### config.mk
export PLATFORM = sky130hd
export DESIGN_NAME = fpu_wb_sched_flat
export DESIGN_NICKNAME = d
export VERILOG_FILES = /design/src/rtl/fpu_wb_sched_if.sv /design/src/rtl/fpu_wb_sched.sv /design/src/flat_wrapper.sv
export SDC_FILE = /design/constraint.sdc
export NUM_CORES = 1
export LEC_CHECK = 0
export ABC_AREA = 1
export CORE_MARGIN = 3
export CORE_UTILIZATION = 54
export CTS_CLUSTER_SIZE = 30
export DETAILED_ROUTE_END_ITERATION = 10
export PLACE_DENSITY = 0.76
export SETUP_SLACK_MARGIN = 0.15
export SLEW_MARGIN = 10
export SYNTH_ARGS = -nofsm -noshare
export SYNTH_HDL_FRONTEND = slang
export SYNTH_SLANG_ARGS = --single-unit
### constraint.sdc
create_clock -name clk -period 3.7 [get_ports clk]
set_input_delay 0.74 -clock clk [delete_from_list [all_inputs] [get_ports clk]]
set_output_delay 0.74 -clock clk [all_outputs]
set_load 0.1 [all_outputs]
### src/rtl/fpu_wb_sched_if.sv
// Issue/writeback interface for fpu_wb_sched: lane requests and latencies in,
// grants plus the registered writeback-bus view out.
interface fpu_wb_sched_if #(
  parameter int unsigned NWB = 2
) ();
  logic [2:0]       req;
  logic [2:0]       lat0;
  logic [2:0]       lat1;
  logic [2:0]       lat2;
  logic             flush;
  logic [2:0]       gnt;
  logic [NWB-1:0]   wb_en;
  logic [2*NWB-1:0] wb_lane;
  logic             busy;
  logic             lat_err;

  modport master (
    output req, lat0, lat1, lat2, flush,
    input  gnt, wb_en, wb_lane, busy, lat_err
  );

  modport slave (
    input  req, lat0, lat1, lat2, flush,
    output gnt, wb_en, wb_lane, busy, lat_err
  );
endinterface

### src/rtl/fpu_wb_sched.sv
// Writeback-slot scheduler for FPU lanes u1/u3/u5 using a MAXLAT-deep reservation ring.
// Optional starvation override: define FPU_WB_SCHED_STARVE_EN.
module fpu_wb_sched #(
  parameter int unsigned MAXLAT = 6,
  parameter int unsigned NWB    = 2
) (
  input logic          clk,
  input logic          rst,
  fpu_wb_sched_if.slave bus
);

  logic [NWB-1:0]        r_occ [1:MAXLAT];
  logic [NWB-1:0][1:0]   r_tag [1:MAXLAT];
  logic [1:0]            r_rr;
  logic [NWB-1:0]        r_wb_en;
  logic [2*NWB-1:0]      r_wb_lane;
  logic                  r_busy;
  logic                  r_lat_err;

  logic [NWB-1:0]        w_occ [1:MAXLAT];
  logic [NWB-1:0][1:0]   w_tag [1:MAXLAT];
  logic [1:0]            w_ord [3];
  logic [2:0]            w_lat [3];
  logic [2:0]            w_gnt;
  logic [2:0]            w_ill;
  logic                  w_any;
  logic [1:0]            w_first;
  logic                  w_found;
  logic                  w_busy;
  logic [1:0]            w_lane;
  logic [2:0]            w_l;

`ifdef FPU_WB_SCHED_STARVE_EN
  logic [2:0]            r_cnt [3];
  logic                  w_st_any;
  logic [1:0]            w_st;
  logic [1:0]            w_n;
`endif

  always_comb begin
    w_lat[0] = bus.lat0;
    w_lat[1] = bus.lat1;
    w_lat[2] = bus.lat2;
    for (int unsigned p = 0; p < 3; p++) w_ord[p] = 2'((32'(r_rr) + p) % 3);
`ifdef FPU_WB_SCHED_STARVE_EN
    // A saturated lane jumps to the head; the rest keep round-robin order behind it.
    w_st_any = 1'b0;
    w_st     = '0;
    w_n      = '0;
    for (int unsigned l = 3; l > 0; l--) begin
      if (r_cnt[l-1] == 3'd7) begin
        w_st_any = 1'b1;
        w_st     = 2'(l - 1);
      end
    end
    if (w_st_any) begin
      w_ord[0] = w_st;
      w_n      = 2'd1;
      for (int unsigned p = 0; p < 3; p++) begin
        w_lane = 2'((32'(r_rr) + p) % 3);
        if (w_lane != w_st) begin
          w_ord[w_n] = w_lane;
          w_n        = w_n + 2'd1;
        end
      end
    end
`endif
    w_occ   = r_occ;
    w_tag   = r_tag;
    w_gnt   = '0;
    w_ill   = '0;
    w_any   = 1'b0;
    w_first = '0;
    w_found = 1'b0;
    w_lane  = '0;
    w_l     = '0;
    for (int unsigned p = 0; p < 3; p++) begin
      w_lane = w_ord[p];
      w_l    = w_lat[w_lane];
      if (bus.req[w_lane] && (w_l == 3'd0 || 32'(w_l) > MAXLAT)) w_ill[w_lane] = 1'b1;
      if (!rst && !bus.flush && bus.req[w_lane] && w_l != 3'd0 && 32'(w_l) <= MAXLAT) begin
        w_found = 1'b0;
        for (int unsigned k = 0; k < NWB; k++) begin
          if (!w_found && !w_occ[w_l][k]) begin
            w_found        = 1'b1;
            w_occ[w_l][k]  = 1'b1;
            w_tag[w_l][k]  = w_lane;
          end
        end
        if (w_found) begin
          w_gnt[w_lane] = 1'b1;
          if (!w_any) begin
            w_any   = 1'b1;
            w_first = w_lane;
          end
        end
      end
    end
    w_busy = 1'b0;
    for (int unsigned j = 1; j <= MAXLAT; j++) w_busy = w_busy | (|w_occ[j]);
  end

  always_ff @(posedge clk) begin
    if (rst) begin
      for (int unsigned j = 1; j <= MAXLAT; j++) begin
        r_occ[j] <= '0;
        r_tag[j] <= '1;
      end
      r_rr      <= '0;
      r_wb_en   <= '0;
      r_wb_lane <= '1;
      r_busy    <= 1'b0;
      r_lat_err <= 1'b0;
    end else if (bus.flush) begin
      for (int unsigned j = 1; j <= MAXLAT; j++) begin
        r_occ[j] <= '0;
        r_tag[j] <= '1;
      end
      r_wb_en   <= '0;
      r_wb_lane <= '1;
      r_busy    <= 1'b0;
      r_lat_err <= r_lat_err | (|w_ill);
    end else begin
      // Slot 1 (with this cycle's L=1 grants) becomes next cycle's bus view.
      for (int unsigned k = 0; k < NWB; k++)
        r_wb_lane[2*k +: 2] <= w_occ[1][k] ? w_tag[1][k] : 2'd3;
      r_wb_en <= w_occ[1];
      for (int unsigned j = 1; j < MAXLAT; j++) begin
        r_occ[j] <= w_occ[j+1];
        r_tag[j] <= w_tag[j+1];
      end
      r_occ[MAXLAT] <= '0;
      r_tag[MAXLAT] <= '1;
      r_busy        <= w_busy;
      r_lat_err     <= r_lat_err | (|w_ill);
      if (w_any) r_rr <= (w_first == 2'd2) ? 2'd0 : w_first + 2'd1;
    end
  end

`ifdef FPU_WB_SCHED_STARVE_EN
  always_ff @(posedge clk) begin
    for (int unsigned l = 0; l < 3; l++) begin
      if (rst || bus.flush || !bus.req[l] || w_gnt[l]) r_cnt[l] <= '0;
      else if (r_cnt[l] != 3'd7)                       r_cnt[l] <= r_cnt[l] + 3'd1;
    end
  end
`endif

  assign bus.gnt     = w_gnt;
  assign bus.wb_en   = r_wb_en;
  assign bus.wb_lane = r_wb_lane;
  assign bus.busy    = r_busy;
  assign bus.lat_err = r_lat_err;

endmodule
### src/flat_wrapper.sv
// flat-port wrapper written by rule: the top's interface ports become plain ports
module fpu_wb_sched_flat 
#(
  parameter int unsigned MAXLAT = 6,
  parameter int unsigned NWB    = 2
)
  (clk, rst, bus_req, bus_lat0, bus_lat1, bus_lat2, bus_flush, bus_gnt, bus_wb_en, bus_wb_lane, bus_busy, bus_lat_err);
  fpu_wb_sched_if #(.NWB(NWB)) bus_i ();
  input logic clk;
  input logic rst;
  input wire logic [$bits(bus_i.req)-1:0] bus_req;
  input wire logic [$bits(bus_i.lat0)-1:0] bus_lat0;
  input wire logic [$bits(bus_i.lat1)-1:0] bus_lat1;
  input wire logic [$bits(bus_i.lat2)-1:0] bus_lat2;
  input wire logic [$bits(bus_i.flush)-1:0] bus_flush;
  output wire logic [$bits(bus_i.gnt)-1:0] bus_gnt;
  output wire logic [$bits(bus_i.wb_en)-1:0] bus_wb_en;
  output wire logic [$bits(bus_i.wb_lane)-1:0] bus_wb_lane;
  output wire logic [$bits(bus_i.busy)-1:0] bus_busy;
  output wire logic [$bits(bus_i.lat_err)-1:0] bus_lat_err;
  assign bus_i.req = bus_req;
  assign bus_i.lat0 = bus_lat0;
  assign bus_i.lat1 = bus_lat1;
  assign bus_i.lat2 = bus_lat2;
  assign bus_i.flush = bus_flush;
  assign bus_gnt = bus_i.gnt;
  assign bus_wb_en = bus_i.wb_en;
  assign bus_wb_lane = bus_i.wb_lane;
  assign bus_busy = bus_i.busy;
  assign bus_lat_err = bus_i.lat_err;
  fpu_wb_sched #(.MAXLAT(MAXLAT), .NWB(NWB)) u_core (.clk(clk), .rst(rst), .bus(bus_i));
endmodule
==> summary.txt, run 1 <==
Die
  – Die Y: 85.32 um
  – Placement Rows: 28
  – # IOs: 26
  – Die width: 85.32 um
  – Initial core utilization: 0.5670

CTS
  – Root Driver: clkbuf_8
  – Longest Clk Path Bufs: 2
  – CTS H-tree lvls: 2
  – CTS Sinks: 40
  – TritonCTS Buffers: 5

Placed design
  – Place WS: -874.0 ps
  – GP Congestion: 1.031
  – DP HPWL: 10.13 mm
  – IO Port Bufs: 25
  – # placed instances: 768

Synth
  – Post-synthesis sequential area ratio: 0.2357
  – Avg Synthesized Cell Area: 6.210 um^2
  – Leading area contributor after synthesis: dfxtp_1
  – Mapped Area: 3397 um^2
  – Syn Nets: 566
  – Synth Instances: 547
  – #FFs+latches synth: 40
  – Yosys top cell area share: 0.2357
  – Synthesis Warnings: 0
  – Cell variety after synth: 44
  – Largest cells by area after synthesis: dfxtp_1 (24%), nand2_1 (16%), inv_1 (7.4%), o21ai_0 (6.9%), o211ai_1 (5.7%)

Global routing
  – Largest net degree at the start of global routing: 20

Timing
  – Worst EP kind: top-level output
  – Post-GRT worst EP: bus_gnt[0]

Outcome
  – Status: did not finish
  – Error: [ERROR DPL-0038] Utilization greater than 100%, impossible to legalize
  – Stop stage: global routing
==> cell usage after synthesis, drive strengths merged <==
cell type and instances:
o21ai 57, inv 85, nor3 12, o21a 3
buf 7, dlygate4sd1 1, o32ai 1, a31oi 9
nor4 5, ha 4, mux2i 5, o221a 1
clkbuf 7, o31ai 2, nand3b 1, nand3 39
a31o 1, o221ai 2, nor2 43, nand2 159
o211ai 26, dfxtp 40, clkinv 1, o21bai 1
a21oi 29, o31a 1, nand4 4, o22ai 1
==> what timing repair did <==
action	4_1_cts
pin swaps	43
hold buffers	0
gates cloned	0
buffers inserted	26
resized for setup	107
hold endpoints to repair	0
setup endpoints to repair	39
==> through the flow <==
step / instance area, um^2 / hold WS (ps)
4_1_cts: 5502 / 496.8
3_5_place_dp: 4847 / 476.2
3_3_place_gp: 4847 / 453.0
2_1_floorplan: 3521 / 492.7
==> logic make-up after synthesis <==
group	count (synthesis)	share of synthesized area
AND/OR/NAND/NOR	263	0.3709
buffers and inverters	101	0.1227
AO/OA/AOI/OAI	134	0.2413
adder cells (fa/ha/maj)	4	0.01473
flip-flops	40	0.2357
multiplexers	5	0.01473
==> run 2, diff against run 1 <==
Settings changed: CORE_UTILIZATION 54 to 40, CTS_CLUSTER_SIZE 30 to not set, PLACE_DENSITY 0.76 to not set, PLACE_DENSITY_LB_ADDON set to 0.15, SETUP_SLACK_MARGIN 0.15 to not set.
Clock period 3.7 ns to 4.8 ns, I/O delays scaled along.
==> run 2 against run 1 <==
Against the previous run:
- the flow now finishes without violations
- area after synthesis is the same
- synthesized cell count is the same
==> summary.txt, run 2 <==
Placed design
  – GP Congestion: 1.051
  – IO Port Bufs: 25
  – DP HPWL: 9.351 mm
  – # placed instances: 742

Final layout
  – Antenna Cells: 0
  – Max reg flops: 20
  – Commonest non-fill, non-tap cell in the layout: nand2_1
  – Area Growth Syn to Fin: 48.69%
  – Share of post-route cells with drive strength above 1: 0.3550
  – Non-Filler Instances: 764
  – Reg with most FFs: u_core.r_tag
  – Fill count: 695
  – Most frequent cells in the layout: nand2_1 (124), buf_4 (94), inv_1 (59)
  – Final net count: 680

Critical path
  – Critical R2R Capture: u_core.bus.busy$_SDFF_PP0_
  – Worst setup EP type: output pin
  – Critical path class: in -> out
  – Crit path arrival time: 3680 ps
  – Crit-path max FO: 19
  – RR Startpoint: u_core.r_rr[1]$_SDFFE_PP0P_
  – Worst R2R Path Depth: 32
  – Worst setup SP type: input port
  – Critical Path RT: 3840 ps
  – R2r setup slk: 1150 ps

Min path
  – WHS Endpoint: u_core.bus.lat_err$_SDFF_PP0_
  – Hold Path Depth: 2
  – HP Class: reg -> reg
  – Hold path startpoint: u_core.bus.lat_err$_SDFF_PP0_

Run
  – Max-Cap Viols: 0

Synth
  – Most frequent cells after synthesis: nand2_1 (143), inv_1 (67), o21ai_0 (47)
  – Mapped Area: 3397 um^2
  – Avg Synthesized Cell Area: 6.210 um^2
  – Count leader, synth: nand2_1
  – Yosys top cell area share: 0.2357
  – Number of synthesized flops with an enable pin: 0
  – Synthesis Warnings: 0
  – Cell variety after synth: 44
  – Synth Instances: 547
  – Predominant post-synthesis flop cell: dfxtp_1
  – Post-synth ARST share: 0
  – Syn Nets: 566
  – Post-synthesis sequential area ratio: 0.2357
  – Largest cells by area after synthesis: dfxtp_1 (24%), nand2_1 (16%), inv_1 (7.4%), o21ai_0 (6.9%), o211ai_1 (5.7%)
  – Leading area contributor after synthesis: dfxtp_1
  – #FFs+latches synth: 40

CTS
  – Longest Clk Path Bufs: 2
  – TritonCTS Buffers: 5
  – Cts hold-fix bufs: 0
  – CTS H-tree lvls: 2
  – Skew-Pair Late Insertion Delay: 300 ps
  – CTS Sinks: 40
  – CTS tree: done
  – Root Driver: clkbuf_8
  – CTS clk-pin slew, worst paths: 90 ps

Detailed routing
  – Routed Antenna Nets: 0
  – Vias per cell: 5.432
  – Vias post-DR: 4150
  – WL/cell: 16.18 um
  – DRC: 0
  – Initial DRT Pass Iterations: 6
  – Final wirelength: 12.36 mm
  – Initial DRC count: 265

Global routing
  – Initial antenna violation count: 0
  – Total gr overflow: 0
  – GRT Total Usage: 0.2558
  – Vias in the first global route: 3818
  – Largest net degree at the start of global routing: 24
  – First-pass GRT wire length: 19.77 mm

Timing
  – Final hold slack: 481.1 ps
  – Worst-margin pin slew: 975.1 ps
  – Fin. Hold Viols: 0
  – Final Setup Violations: 0
  – Slew Limit Fails: 0
  – Fin crit share: 0.9666
  – Fmax: 215.5 MHz
  – Final min period: 4639 ps
  – Slew HR: 0.3479
  – Worst Skew: 6.597 ps

Power
  – Power consumption: 3.317 mW
  – Flop pwr share: 0.116
  – PD cells: 656.7 nW/um^2
  – Comb power frac: 0.792
  – P_sw: 1.804 mW
  – Maximum VDD drop: 0.6031 mV
  – P_leak: 2.489 nW
  – Switching part of the total: 0.5438
  – Internal Power: 1.513 mW
  – Clock share of power: 0.092

Die
  – Die Y: 98.16 um
  – Core ar.: 7968 um^2
  – Die area: 9634 um^2
  – # IOs: 26
  – Initial core utilization: 0.4264
  – Placement Rows: 32
  – Die width: 98.16 um

Outcome
  – Status: completed
==> run 2: cell counts after synthesis <==
No cell type changed its count.
==> run 2: routing by layer <==
layer  share of wire  track usage  vias up
met5               0            0        -
met4           0.017      0.05672        0
met3           0.072      0.03643       17
met2            0.46       0.4052      161
met1            0.45       0.3696     1925
li1                -            -     2047
==> run 2: worst max-delay path by stage <==
stage	slack, ps	to	startpoint	depth (start not counted)
final	160	bus_gnt[0]	rst	19
after global routing	-0.5	bus_gnt[0]	bus_lat1[0]	29
after CTS	10	bus_gnt[0]	bus_lat1[1]	27
after detailed placement	-230	bus_gnt[0]	bus_lat2[0]	25
after global placement	-180	bus_gnt[0]	bus_lat2[1]	27
after floorplan	-440	bus_gnt[1]	bus_lat2[0]	22
==> run 2: area by class of cell <==
class | count | area (um^2) | share of cell area
Tap cell | 102 | 127.6 | 0.02527
Multi-Input combinational cell | 406 | 2592 | 0.5133
Clock inverter | 2 | 38.79 | 0.007679
Sequential cell | 40 | 803.3 | 0.1590
Timing Repair Buffer | 122 | 1056 | 0.2091
Clock buffer | 6 | 82.58 | 0.01635
Inverter | 86 | 350.3 | 0.06936
==> run 2: worst max-delay path: stages <==
cell             delay (ps)
clkdlybuf4s50_1         440
nor2_2                  150
inv_2                    70
buf_4                   210
nor2_1                  170
inv_1                   140
nor4_2                  440
nand3_2                 150
nand3_2                  90
nand3_1                  80
nand2_2                  80
nand2_2                  60
nand2_4                  70
nand2_4                  60
nand2_4                  90
inv_2                    40
nand2_1                  60
o221ai_2                100
buf_12                  180
==> run 2: kinds of logic after synthesis <==
group	share of synthesized area
buffers and inverters	0.1227
flip-flops	0.2357
multiplexers	0.01473
AND/OR/NAND/NOR	0.3709
AO/OA/AOI/OAI	0.2413
adder cells (fa/ha/maj)	0.01473
==> run 2: timing repair <==
| action | in CTS | in global routing |
|---|---|---|
| gates resized for setup | 42 | 80 |
| gates cloned | 0 | 0 |
| setup buffers | 6 | 8 |
| pin swaps | 14 | 36 |
| endpoints found under the setup margin | 3 | 3 |
==> run 2: through the flow <==
stage | utilization | worst slack (ps) | area (um^2) | setup TNS (ps)
after floorplan | - | -443.2 | 3410 | -443.2
after global placement | 0.5471 | -185.0 | 4359 | -369.3
after detailed placement | 0.5471 | -227.0 | 4359 | -515.4
after CTS | 0.5901 | 9.872 | 4702 | 0
after global routing | 0.6340 | -0.4583 | 5051 | -0.4583
final | 0.6340 | 160.6 | 5051 | 0
==> run 2: power by group through the flow <==
stage | combinational (mW) | sequential [mW] | clock, mW
after floorplan | 1.28 | 0.447 | 0
after global placement | 2.11 | 0.388 | 0
after detailed placement | 2.12 | 0.389 | 0
after CTS | 2.29 | 0.381 | 0.308
after global routing | 2.83 | 0.390 | 0.317
final | 2.63 | 0.386 | 0.304
Power figures use the tool's default switching activity.
==> run 3, diff against run 2 <==
Settings changed: CORE_UTILIZATION 40 to 43.
Clock period 4.8 ns to 4.49 ns, I/O delays scaled along.
==> run 3 against run 2 <==
Against the previous run:
- setup slack got worse by 350 ps
- first-iteration DRC count is 48% higher
- the flow now finishes with violations (setup timing)
- critical path depth grew 9
- clock power increased by 11%
- clock skew up 7.5 ps
==> summary.txt, run 3 (synthesis results as in run 2) <==
Die
  – Die Y: 94.88 um
  – # IOs: 26
  – Core ar.: 7447 um^2
  – Initial core utilization: 0.4561
  – Die width: 94.88 um
  – Placement Rows: 31
  – Die area: 9002 um^2

Detailed routing
  – WL/cell: 19.06 um
  – DRC: 0
  – Final wirelength: 15.63 mm
  – Routed Antenna Nets: 0
  – Vias per cell: 5.812
  – Initial DRT Pass Iterations: 5
  – Initial DRC count: 391
  – Vias post-DR: 4766

CTS
  – CTS tree: done
  – Root Driver: clkbuf_8
  – Skew-Pair Late Insertion Delay: 320 ps
  – Longest Clk Path Bufs: 2
  – Cts hold-fix bufs: 0
  – CTS Sinks: 40
  – TritonCTS Buffers: 5
  – CTS clk-pin slew, worst paths: 90 ps
  – CTS H-tree lvls: 2

Placed design
  – DP HPWL: 9.584 mm
  – GP Congestion: 1.010
  – IO Port Bufs: 25
  – # placed instances: 761
  – Place WS: -390.5 ps
  – DP Area: 4536 um^2

Min path
  – HP Class: reg -> reg
  – Hold Path Depth: 2
  – Hold path startpoint: u_core.bus.lat_err$_SDFF_PP0_
  – WHS Endpoint: u_core.bus.lat_err$_SDFF_PP0_

Timing
  – Worst-margin pin slew: 975.2 ps
  – Setup TNS: -635.6 ps
  – Final min period: 4679 ps
  – RSZ-0062 raised after global routing: true
  – Fin crit share: 1.042
  – Worst Skew: 14.05 ps
  – Setup ws final: -188.6 ps
  – Final hold slack: 482.0 ps
  – Final Setup Violations: 5
  – Fin. Hold Viols: 0
  – Slew HR: 0.3478
  – Slew Limit Fails: 0
  – Fmax: 213.7 MHz

Critical path
  – Crit path arrival time: 3780 ps
  – Worst setup SP type: flop
  – Critical path class: reg -> out
  – Crit-path max FO: 7
  – CP max stage delay: 370 ps
  – CP dominant cell by count: nand2_4
  – Worst R2R Path Depth: 36
  – RR Startpoint: u_core.r_rr[1]$_SDFFE_PP0P_
  – Worst path depth: 28
  – Critical R2R Capture: u_core.bus.busy$_SDFF_PP0_
  – CP delay by family, top: simple AND/OR/NAND/NOR gates
  – R2r setup slk: -70 ps
  – Critical Path RT: 3590 ps
  – Worst setup EP type: output pin
  – Crit path buf inv count: 6
  – Crit-path slowest cell: dfxtp_4

Final layout
  – Post-Route Utilization: 0.7577
  – Area Growth Syn to Fin: 66.11%
  – Max reg flops: 20
  – Share of post-route cells with drive strength above 1: 0.4466
  – Final Cell Area: 5643 um^2
  – Most frequent cells in the layout: buf_4 (148), nand2_1 (112), inv_1 (57)
  – Fill count: 535
  – Reg with most FFs: u_core.r_tag
  – Commonest non-fill, non-tap cell in the layout: buf_4
  – Final net count: 739
  – Antenna Cells: 0
  – Non-Filler Instances: 820

Global routing
  – Initial antenna violation count: 0
  – GRT Total Usage: 0.3011
  – First-pass GRT wire length: 20.82 mm
  – Total gr overflow: 0
  – Vias in the first global route: 4187
  – Largest net degree at the start of global routing: 24

Power
  – P_leak: 2.756 nW
  – Maximum VDD drop: 0.7675 mV
  – PD cells: 740.1 nW/um^2
  – Power consumption: 4.176 mW

Outcome
  – Failing checks: setup timing
  – Status: finished, violations left

Run
  – Max-Cap Viols: 0
[run 3: cell count changes in the layout (fill, tap and decap cells not counted), moves of 3 or more]
| cell | previous run | this run |
|---|---|---|
| buf_4 | 94 | 148 |
| clkbuf_2 | 0 | 8 |
| dlymetal6s2s_1 | 11 | 3 |
| nand2_1 | 124 | 112 |
| nand2_2 | 18 | 26 |
| nand2_4 | 17 | 20 |
| nand3_2 | 18 | 14 |
| nand3_4 | 3 | 9 |
[run 3: worst register-to-register path, delay by kind of cell (launching register included)]
family	cells	cell delay (ps)
buf+inv	21	2470
compound gates	3	410
flops	1	370
fa+ha+maj	1	270
simple gates	11	950
[run 3: how the worst max path moves through the flow]
stage / to / from / slack (ps)
2_1_floorplan: bus_gnt[1] / bus_lat2[0] / -110
3_3_place_gp: bus_gnt[0] / bus_lat1[1] / -370
6_report: bus_gnt[0] / u_core.r_rr[1]$_SDFFE_PP0P_ / -190
3_5_place_dp: bus_gnt[0] / bus_lat2[0] / -390
5_1_grt: bus_gnt[0] / u_core.r_rr[1]$_SDFFE_PP0P_ / -310
4_1_cts: bus_gnt[0] / bus_req[0] / 3
[run 3: cell type report]
class                   instances  area (um^2)  area share
clock buffers                   6        82.58     0.01463
repair buffers                180         1465      0.2596
multi-input cells             406         2758      0.4887
clock inverters                 2        38.79    0.006874
repair inverters                1        8.758    0.001552
well taps                      99        123.9     0.02195
flip-flops and latches         40        808.3      0.1432
inverters                      86        357.8     0.06341
[run 3: report_power, final]
group,total [mW],switching (mW),internal (mW)
registers,0.420,0.0244,0.396
clock network,0.338,0.156,0.182
logic,3.42,2.08,1.34
total,4.18,2.26,1.92
[run 3: timing repair]
action	4_1_cts	5_1_grt
pin swaps	31	47
setup buffers	25	25
gates resized for setup	69	115
hold endpoints to repair	0	0
gates cloned	0	1
setup endpoints to repair	3	5
[run 3: layer usage]
| metal | GRT usage | vias to the layer above | share of wire |
|---|---|---|---|
| met3 | 0.04861 | 91 | 0.088 |
| met2 | 0.4903 | 313 | 0.45 |
| met4 | 0.1130 | 0 | 0.069 |
| met1 | 0.3986 | 2200 | 0.39 |
| li1 | - | 2162 | - |
| met5 | 0 | - | 0 |
==> run 4, diff against run 3 <==
Settings changed: GPL_ROUTABILITY_DRIVEN set to 0, REMOVE_ABC_BUFFERS set to 1.
==> run 4 against run 3 <==
Against the previous run:
- the flow still finishes with violations (setup timing)
- power shrank 7.7%
- global-route usage decreased by 2.2 points
- clock-buffer cell count stayed put
- combinational power shrank 7.3%
- sequential share of layout area increased by 0.46 points
- die area stayed put
- non-clock buffer count decreased by 17
- clock skew shrank 11 ps
- sequential cell count did not move
- hold slack lost 9.0 ps
- critical path type unchanged
- highest routed layer unchanged
==> summary.txt, run 4 (synthesis results as in run 2) <==
Outcome
  – Status: finished, violations left
  – Failing checks: setup timing

Final layout
  – Non-Filler Instances: 802
  – Fill count: 571
  – Antenna Cells: 0
  – Final net count: 721
  – Area Growth Syn to Fin: 60.99%
  – Commonest non-fill, non-tap cell in the layout: buf_4
  – Final Cell Area: 5469 um^2
  – Max reg flops: 20
  – Most frequent cells in the layout: buf_4 (128), nand2_1 (120), inv_1 (60)
  – Share of post-route cells with drive strength above 1: 0.4196
  – Reg with most FFs: u_core.r_tag

Critical path
  – Crit-path max FO: 7
  – Critical Path RT: 3590 ps
  – Setup crit start: u_core.r_rr[1]$_SDFFE_PP0P_
  – Crit-path slowest cell: dfxtp_4
  – Worst setup EP type: output pin
  – Critical path class: reg -> out
  – CP max stage delay: 370 ps
  – RR Startpoint: u_core.r_rr[1]$_SDFFE_PP0P_
  – Worst setup SP type: flop
  – Crit path arrival time: 3620 ps

CTS
  – Cts hold-fix bufs: 0
  – CTS clk-pin slew, worst paths: 80 ps
  – Longest Clk Path Bufs: 2
  – Root Driver: clkbuf_8
  – Skew-Pair Late Insertion Delay: 310 ps
  – CTS tree: done
  – TritonCTS Buffers: 5
  – CTS H-tree lvls: 2
  – CTS Sinks: 40

Placed design
  – IO Port Bufs: 25
  – # placed instances: 756
  – DP Area: 4471 um^2
  – DP HPWL: 8.927 mm

Die
  – Die width: 94.88 um
  – Initial core utilization: 0.4561
  – # IOs: 26
  – Placement Rows: 31
  – Die area: 9002 um^2
  – Die Y: 94.88 um
  – Core ar.: 7447 um^2

Timing
  – Final min period: 4513 ps
  – Worst-margin pin slew: 973.2 ps
  – Final hold slack: 473.0 ps
  – Fmax: 221.6 MHz
  – Final Setup Violations: 1
  – Fin crit share: 1.005
  – Worst Skew: 2.772 ps
  – RSZ-0062 raised after global routing: true
  – Setup TNS: -23.39 ps
  – Fin. Hold Viols: 0
  – Slew HR: 0.3492
  – Slew Limit Fails: 0
  – Setup ws final: -23.39 ps

Detailed routing
  – WL/cell: 16.51 um
  – Initial DRT Pass Iterations: 5
  – Initial DRC count: 388
  – Vias per cell: 5.602
  – DRC: 0
  – Final wirelength: 13.25 mm
  – Vias post-DR: 4493
  – Routed Antenna Nets: 0

Power
  – Switching part of the total: 0.5436
  – Clock share of power: 0.069
  – PD cells: 704.6 nW/um^2
  – Maximum VDD drop: 0.5700 mV
  – Comb power frac: 0.822
  – P_leak: 2.637 nW
  – Flop pwr share: 0.109
  – Internal Power: 1.759 mW
  – P_sw: 2.095 mW

Global routing
  – Total gr overflow: 0
  – First-pass GRT wire length: 19.59 mm
  – Vias in the first global route: 4052
  – GRT Total Usage: 0.2788
  – Initial antenna violation count: 0
  – Met2 usage: 0.4551
  – M3 GR Usage: 0.03267
  – Met1 usage: 0.3855
  – Most Crowded Layer GR: met2
  – Largest net degree at the start of global routing: 26

Run
  – Max-Cap Viols: 0

Min path
  – HP Class: reg -> reg
  – Hold path startpoint: u_core.bus.lat_err$_SDFF_PP0_
-- run 4: cell count changes in the layout (fill, tap and decap cells not counted), sizes merged --
| cell | change |
|---|---|
| clkinv | -2 |
| clkbuf | -3 |
| clkinvlp | +2 |
| bufinv | -1 |
| buf | -16 |
| dlymetal6s2s | -1 |
| dlygate4sd2 | +1 |
| clkdlybuf4s15 | +2 |
-- run 4: final timing paths --
check	endpoint	slack, ps	depth (start not counted)
worst max-delay path	bus_gnt[0]	-20	30
worst min-delay path	u_core.bus.lat_err$_SDFF_PP0_	470	2
worst max register to register	u_core.bus.busy$_SDFF_PP0_	750	31
worst min register to register	u_core.bus.lat_err$_SDFF_PP0_	470	2
-- run 4: per-layer routing --
layer  wire, um  vias to the layer above  share of wire
met3        932                       28          0.070
li1           -                     2134              -
met2       6421                      212           0.48
met1       5601                     2119           0.42
met4        289                        0          0.022
met5          0                        -              0
-- run 4: power groups by stage --
stage | logic [mW] | registers [mW] | clock network [mW]
after CTS | 2.65 | 0.414 | 0.268
after detailed placement | 2.26 | 0.417 | 0
final | 3.17 | 0.419 | 0.268
after global placement | 2.25 | 0.416 | 0
after global routing | 3.36 | 0.424 | 0.276
after floorplan | 1.30 | 0.478 | 0
-- run 4: final cells by class --
class                      instances  area [um^2]  share of cell area
sequential                        40        808.3              0.1478
timing repair buffer             163         1343              0.2455
clock inverter                     2        15.01            0.002745
clock buffer                       6        82.58             0.01510
multi-input combinational        406         2731              0.4994
inverter                          86        365.4             0.06680
tap                               99        123.9             0.02265
-- run 4: metrics by stage --
stage | util | total power [mW] | setup slack, ps
2_1_floorplan | - | 1.778 | -1767
3_3_place_gp | 0.6003 | 2.662 | -419.7
5_1_grt | 0.7344 | 4.056 | -233.8
4_1_cts | 0.6783 | 3.333 | 0.6442
3_5_place_dp | 0.6003 | 2.682 | -493.2
6_report | 0.7344 | 3.853 | -23.39
-- run 4: repair_timing --
action / in CTS / in global routing
buffers inserted: 14 / 25
endpoints found under the setup margin: 3 / 3
gates resized for setup: 112 / 72
pin swaps: 44 / 55
-- run 4: critical path, delay by kind of cell, from the launching register on --
kind | cells | cell delay, ps
fa+ha+maj | 1 | 210
simple gates | 17 | 1420
flops | 1 | 370
buf+inv | 9 | 1000
compound gates | 3 | 290
